--- config.mk ---
export PLATFORM = sky130hd
export DESIGN_NAME = uart_rx_core
export DESIGN_NICKNAME = d
export VERILOG_FILES = /design/src/rtl/uart_rx_core.sv
export SDC_FILE = /design/constraint.sdc
export NUM_CORES = 1
export LEC_CHECK = 0
export CAP_MARGIN = 40
export CORE_MARGIN = 8
export CORE_UTILIZATION = 40
export CTS_BUF_LIST = sky130_fd_sc_hd__clkbuf_4 sky130_fd_sc_hd__clkbuf_8
export CTS_CLUSTER_DIAMETER = 30
export DETAILED_ROUTE_END_ITERATION = 7
export SETUP_SLACK_MARGIN = 0.4
export SLEW_MARGIN = 0
export SYNTH_ARGS = -nofsm -noshare
export SYNTH_HDL_FRONTEND = slang
export SYNTH_SLANG_ARGS = --single-unit
--- constraint.sdc ---
create_clock -name CLK -period 2 [get_ports CLK]
set_clock_uncertainty 0.15 [all_clocks]
set_input_delay 0.4 -clock CLK [delete_from_list [all_inputs] [get_ports CLK]]
set_output_delay 0.4 -clock CLK [all_outputs]
set_load 0.02 [all_outputs]
--- src/rtl/uart_rx_core.sv ---
`timescale 1ns/1ps
`default_nettype none
// ============================================================================
// Module   : uart_rx_core
// Brief    : 8N1 UART receiver (optional even parity) clocked on CLK and
//            paced by the OVS x baud square wave from clk_div.
//            Configuration macro: UART_PARITY_EN (defined = even parity
//            bit expected between the last data bit and the stop bit).
// Ports    : CLK        system clock, rising edge
//            RST_N      asynchronous active-low reset
//            BAUD_X16   OVS x baud square wave (derived from CLK)
//            RX         asynchronous serial input, idle high
//            RX_DATA    last good byte
//            RX_VALID   one-cycle pulse when RX_DATA is updated
//            FRAME_ERR  one-cycle pulse when the stop bit is sampled low
//            PARITY_ERR one-cycle pulse with RX_VALID on a parity mismatch
//            BUSY       high whenever the receiver is not idle
// Revision : 1.0  initial release
// ============================================================================
module uart_rx_core #(
    parameter int DATA_BITS = 8,
    parameter int OVS       = 16
) (
    input  logic                 CLK,
    input  logic                 RST_N,
    input  logic                 BAUD_X16,
    input  logic                 RX,
    output logic [DATA_BITS-1:0] RX_DATA,
    output logic                 RX_VALID,
    output logic                 FRAME_ERR,
    output logic                 PARITY_ERR,
    output logic                 BUSY
);

    localparam int c_CNT_W = $clog2(OVS);
    localparam int c_BIT_W = $clog2(DATA_BITS) + 1;

    localparam logic [c_CNT_W-1:0] c_CNT_MID  = c_CNT_W'(OVS / 2 - 1);
    localparam logic [c_CNT_W-1:0] c_CNT_END  = c_CNT_W'(OVS - 1);
    localparam logic [c_BIT_W-1:0] c_BIT_LAST = c_BIT_W'(DATA_BITS - 1);

    typedef enum logic [2:0] {
        S_IDLE    = 3'd0,
        S_START   = 3'd1,
        S_DATA    = 3'd2,
        S_PARITY  = 3'd3,
        S_STOP    = 3'd4,
        S_WAIT_HI = 3'd5
    } state_t;

    // ------------------------------------------------------------------
    // Registers
    // ------------------------------------------------------------------
    state_t                 r_state;
    logic                   r_baud;
    logic                   r_tick;
    logic                   r_rx_meta;
    logic                   r_rx_s;
    logic [c_CNT_W-1:0]     r_cnt;
    logic [c_BIT_W-1:0]     r_bitn;
    logic [DATA_BITS-1:0]   r_shift;
    logic [DATA_BITS-1:0]   r_rx_data;
    logic                   r_rx_valid;
    logic                   r_frame_err;

    // ------------------------------------------------------------------
    // Next-state values
    // ------------------------------------------------------------------
    state_t                 w_state_nxt;
    logic [c_CNT_W-1:0]     w_cnt_nxt;
    logic [c_BIT_W-1:0]     w_bitn_nxt;
    logic [DATA_BITS-1:0]   w_shift_nxt;
    logic [DATA_BITS-1:0]   w_rx_data_nxt;
    logic                   w_rx_valid_nxt;
    logic                   w_frame_err_nxt;

`ifdef UART_PARITY_EN
    logic                   r_par_bit;
    logic                   r_parity_err;
    logic                   w_par_bit_nxt;
    logic                   w_parity_err_nxt;
`endif

    // Tick is the registered rising edge of BAUD_X16; the RX synchronizer
    // and the tick pipeline live outside the FSM process.
    always_ff @(posedge CLK or negedge RST_N) begin
        if (!RST_N) begin
            r_baud    <= 1'b0;
            r_tick    <= 1'b0;
            r_rx_meta <= 1'b1;
            r_rx_s    <= 1'b1;
        end else begin
            r_baud    <= BAUD_X16;
            r_tick    <= BAUD_X16 & ~r_baud;
            r_rx_meta <= RX;
            r_rx_s    <= r_rx_meta;
        end
    end

    // ------------------------------------------------------------------
    // FSM state and datapath registers
    // ------------------------------------------------------------------
    always_ff @(posedge CLK or negedge RST_N) begin
        if (!RST_N) begin
            r_state     <= S_IDLE;
            r_cnt       <= '0;
            r_bitn      <= '0;
            r_shift     <= '0;
            r_rx_data   <= '0;
            r_rx_valid  <= 1'b0;
            r_frame_err <= 1'b0;
        end else begin
            r_state     <= w_state_nxt;
            r_cnt       <= w_cnt_nxt;
            r_bitn      <= w_bitn_nxt;
            r_shift     <= w_shift_nxt;
            r_rx_data   <= w_rx_data_nxt;
            r_rx_valid  <= w_rx_valid_nxt;
            r_frame_err <= w_frame_err_nxt;
        end
    end

`ifdef UART_PARITY_EN
    always_ff @(posedge CLK or negedge RST_N) begin
        if (!RST_N) begin
            r_par_bit    <= 1'b0;
            r_parity_err <= 1'b0;
        end else begin
            r_par_bit    <= w_par_bit_nxt;
            r_parity_err <= w_parity_err_nxt;
        end
    end
`endif

    // ------------------------------------------------------------------
    // Next-state / output logic
    // ------------------------------------------------------------------
    always_comb begin
        w_state_nxt     = r_state;
        // The tick counter free-runs and wraps, so one full bit period
        // after any resync point it is back at the same phase.
        w_cnt_nxt       = r_tick ? r_cnt + 1'b1 : r_cnt;
        w_bitn_nxt      = r_bitn;
        w_shift_nxt     = r_shift;
        w_rx_data_nxt   = r_rx_data;
        w_rx_valid_nxt  = 1'b0;
        w_frame_err_nxt = 1'b0;
`ifdef UART_PARITY_EN
        w_par_bit_nxt    = r_par_bit;
        w_parity_err_nxt = 1'b0;
`endif

        case (r_state)
            S_IDLE: begin
                if (r_tick && !r_rx_s) begin
                    w_cnt_nxt   = '0;
                    w_state_nxt = S_START;
                end
            end

            S_START: begin
                if (r_tick && (r_cnt == c_CNT_MID)) begin
                    if (r_rx_s) begin
                        // Start bit did not survive to mid-bit: glitch.
                        w_state_nxt = S_IDLE;
                    end else begin
                        w_cnt_nxt   = '0;
                        w_bitn_nxt  = '0;
                        w_state_nxt = S_DATA;
                    end
                end
            end

            S_DATA: begin
                if (r_tick && (r_cnt == c_CNT_END)) begin
                    // Right shift: first bit received ends up in the LSB.
                    w_shift_nxt = DATA_BITS'({r_rx_s, r_shift} >> 1);
                    w_bitn_nxt  = r_bitn + 1'b1;
                    if (r_bitn == c_BIT_LAST) begin
`ifdef UART_PARITY_EN
                        w_state_nxt = S_PARITY;
`else
                        w_state_nxt = S_STOP;
`endif
                    end
                end
            end

`ifdef UART_PARITY_EN
            S_PARITY: begin
                if (r_tick && (r_cnt == c_CNT_END)) begin
                    w_par_bit_nxt = r_rx_s;
                    w_state_nxt   = S_STOP;
                end
            end
`endif

            S_STOP: begin
                if (r_tick && (r_cnt == c_CNT_END)) begin
                    if (r_rx_s) begin
                        w_rx_data_nxt  = r_shift;
                        w_rx_valid_nxt = 1'b1;
`ifdef UART_PARITY_EN
                        // Even parity: the parity bit equals the XOR of the data.
                        w_parity_err_nxt = r_par_bit ^ (^r_shift);
`endif
                        w_state_nxt    = S_IDLE;
                    end else begin
                        w_frame_err_nxt = 1'b1;
                        w_state_nxt     = S_WAIT_HI;
                    end
                end
            end

            S_WAIT_HI: begin
                // Hold off until the line returns high so a break is not
                // taken as a stream of start bits.
                if (r_tick && r_rx_s) begin
                    w_state_nxt = S_IDLE;
                end
            end

            default: begin
                w_state_nxt = S_IDLE;
            end
        endcase
    end

    assign RX_DATA   = r_rx_data;
    assign RX_VALID  = r_rx_valid;
    assign FRAME_ERR = r_frame_err;
    assign BUSY      = (r_state != S_IDLE);

`ifdef UART_PARITY_EN
    assign PARITY_ERR = r_parity_err;
`else
    assign PARITY_ERR = 1'b0;
`endif

endmodule
`default_nettype wire
==> metrics.md <==
| Metric | Value |
|---|---|
| Status | `finished, final reports clean` |
| Startpoint Class | `flip-flop` |
| Routed wire length per instance | `15.5 microns` |
| Flops & latches, synth | `33` |
| Clock sinks | `33` |
| Root Buffer | `clkbuf_8` |
| Crit Path Category | `reg2reg` |
| Fin. Hold Viols | `0` |
| Layout area overhead | `40.9%` |
| Post-synth ARST share | `100%` |
| CTS tree | `built` |
| Reg2Reg Depth | `6` |
| I/O pin cnt | `16` |
| Cts bufs inserted | `5` |
| Crit-path max FO | `5` |
| Worst Hold Margin | `0.208 ns` |
| Post-synthesis cell area | `0.00151 sq mm` |
| Delay-heaviest family, CP | `simple AND/OR/NAND/NOR gates` |
| Final worst-path cycle share | `88.0%` |
| Worst-skew pair later-pin latency | `0.28 ns` |
| Worst Setup SP | `r_cnt[1]$_DFF_PN0_` |
| CP Buf/Inv Count | `1` |
| PD cells | `839 mW/mm^2` |
| Antenna cells | `0` |
| Final setup TNS | `0 ns` |
| DRT Pass-1 Iters | `4` |
| CP cell instances | `ha_4 > nand4_4 > and2b_2 > buf_6 > and3b_1 > a221o_1` |
| Slowest stage delay, CP | `0.42 ns` |
| Area leader, netlist | `dfrtp_1` |
| Nets@finish | `167` |
| Worst Path Required | `2.01 ns` |
| Max clock buf depth | `2` |
| Cells after Synth | `124` |
| Share of the synthesized area in the top cell type | `51.2%` |
| Worst R2R Setup Slack | `0.24 ns` |
| R2R Path End | `r_bitn[2]$_DFFE_PN0P_` |
| GRT Total Usage | `11.1%` |
| DIE WIDTH | `77.5 microns` |
| CTS HTree Levels | `2` |
| Commonest register cell after synthesis | `dfrtp_1` |
| Core ar. | `0.00366 sq mm` |
| Number of synthesis warnings | `0` |
| Die span in y | `77.5 microns` |
| DRC | `0` |
| Clk slew on worst S/H paths | `0.06 ns` |
| Via count | `1,078` |
| Crit-path slowest cell | `dfrtp_1` |
| Sequential cell area fraction in the yosys report | `54.7%` |
| Net Count, Synth | `130` |
| Max-cap violations | `0` |
| Worst setup endpoint | `r_bitn[2]$_DFFE_PN0P_` |
| Crit. End Element | `flip-flop` |
| Mean number of vias per cell | `5.16` |
| Fin. max-slew vios | `0` |
| Overflow after GRT | `0` |
| Vias in the first global route | `1,119` |
| R2R Path Start | `r_cnt[1]$_DFF_PN0_` |
| Number of synthesized flops with an enable pin | `0` |
| Share of cells above drive strength 1 | `45.3%` |
| Antenna violations before repair | `0` |
| Post-detail-place hpwl | `1970 microns` |
| Leakage | `1.01 nW` |
| CP Data Arrival Time | `1.77 ns` |
| Total routed wirelength | `3240 microns` |
| Crit path depth | `6` |
| Peak supply drop | `0.000570 V` |
| Synth cell types | `36` |
| Initial core utilization | `41.4%` |
| FP Rows | `22` |
| Fmax | `568 MHz` |
| Die area | `0.00601 sq mm` |
| Top cells by area, synth | `dfrtp_1, mux2_2, dfstp_2` |
| Placer Congestion | `0.829` |
| DR iter-0 viols | `70` |
| IO Port Bufs | `14` |
| RSZ-0062 raised after global routing | `yes` |
| Post-route ant nets | `0` |
| First-pass GRT wire length | `5320 microns` |
| Min-Delay Path Class | `reg2reg` |
| Tmin final | `1.76 ns` |
| Largest net degree at the start of global routing | `34` |
| Avg Cell Area, Syn | `12.2 sq um` |
| # setup viols final | `0` |
-- worst register-to-register path: cells and delay by family, from the launching register on --
family / cells / cell delay, ns
compound gates: 1 / 0.26
fa+ha+maj: 1 / 0.20
buf+inv: 1 / 0.13
flops: 1 / 0.42
simple gates: 3 / 0.49
-- synthesized netlist by cell type, types with 2 or more instances --
| master | count |
|---|---|
| dfrtp_1 | 31 |
| mux2_2 | 15 |
| nor2_1 | 11 |
| nand2_1 | 8 |
| o21ai_0 | 6 |
| a21oi_1 | 4 |
| buf_4 | 4 |
| nand3_1 | 4 |
| nor2b_1 | 4 |
| buf_2 | 3 |
| mux2_1 | 3 |
| a22o_1 | 2 |
| and3_1 | 2 |
| dfstp_2 | 2 |
| ha_1 | 2 |
| mux2i_1 | 2 |
| xor2_1 | 2 |
-- layout by cell type (no fill, tap or decap), types with 2 or more instances in the layout --
| master | netlist | routed |
|---|---|---|
| xor2_1 | 2 | 2 |
| nand2_1 | 8 | 6 |
| dfstp_2 | 2 | 2 |
| buf_4 | 4 | 14 |
| nor4_4 | 1 | 2 |
| and3_1 | 2 | 2 |
| nor2_2 | 0 | 2 |
| clkbuf_8 | 0 | 6 |
| nor2_1 | 11 | 8 |
| dlygate4sd2_1 | 0 | 10 |
| dfrtp_1 | 31 | 27 |
| mux2i_1 | 2 | 2 |
| buf_6 | 0 | 8 |
| nand3_1 | 4 | 3 |
| clkdlybuf4s50_1 | 0 | 3 |
| nor2b_1 | 4 | 3 |
| o21ai_0 | 6 | 4 |
| a22o_1 | 2 | 2 |
| dfrtp_2 | 0 | 4 |
| mux2_4 | 0 | 17 |
| a21oi_1 | 4 | 3 |
-- per-layer routing --
layer  part of all wire, %  vias up  track usage, %
met2                    47       24            17.3
met5                     0        -               0
met3                   4.5        7            4.03
met4                   2.2        0            5.47
li1                      -      513               -
met1                    46      534            13.2
-- worst min-delay path by stage --
| stage | depth (start not counted) | to | startpoint | slack [ns] |
|---|---|---|---|---|
| 5_1_grt | 0 | r_rx_s$_DFF_PN1_ | r_rx_meta$_DFF_PN1_ | 0.21 |
| 6_report | 0 | r_rx_s$_DFF_PN1_ | r_rx_meta$_DFF_PN1_ | 0.21 |
| 2_1_floorplan | 0 | FRAME_ERR$_DFF_PN0_ | RST_N | -0.05 |
| 3_3_place_gp | 0 | r_rx_s$_DFF_PN1_ | r_rx_meta$_DFF_PN1_ | 0.20 |
| 3_5_place_dp | 0 | r_rx_s$_DFF_PN1_ | r_rx_meta$_DFF_PN1_ | 0.20 |
| 4_1_cts | 0 | r_rx_s$_DFF_PN1_ | r_rx_meta$_DFF_PN1_ | 0.21 |
-- registers in the layout (all words and copies together), names as in the netlist --
name / count
FRAME_ERR: 1
RX_DATA: 8
RX_VALID: 1
r_baud: 1
r_bitn: 4
r_cnt: 4
r_rx_meta: 1
r_rx_s: 1
r_shift: 8
r_state: 3
r_tick: 1
-- layout make-up --
type                            instances  area (sq um)
Inverter                                1          3.75
Timing Repair Buffer                   37           338
Multi-Input combinational cell         83           808
Sequential cell                        33           833
Tap cell                               48          60.1
Clock buffer                            7          90.1
Fill cell                             294          1530
-- through the flow --
stage | setup slack, ns | utilization, % | std cells | power, mW | instance area [sq um]
after floorplan | 0.234 | - | 124 | 1.06 | 1590
after global placement | 0.225 | 49.0 | 188 | 1.14 | 1800
after detailed placement | 0.187 | 49.0 | 188 | 1.16 | 1800
after CTS | 0.200 | 55.6 | 205 | 1.75 | 2040
after global routing | 0.186 | 58.3 | 209 | 1.89 | 2130
final | 0.240 | 58.3 | 209 | 1.79 | 2130
-- cells by family after synthesis --
logic type      synth area share, %
flops                          54.7
compound gates                 7.11
fa+ha+maj                      1.65
buf+inv                        3.22
mux                            14.7
other cells                   0.248
simple gates                   16.6
xor+xnor                       1.74
-- report_power, final --
group | internal, mW | switching, mW
clock network | 0.286 | 0.222
logic | 0.241 | 0.237
registers | 0.725 | 0.0805
-- timing repair --
item,CTS,global route
setup endpoints to repair,36,28
resized for setup,33,22
pin swaps,3,9
gates cloned,1,0
setup buffers,9,4
hold buffers,0,0
Power figures use the tool's default switching activity.
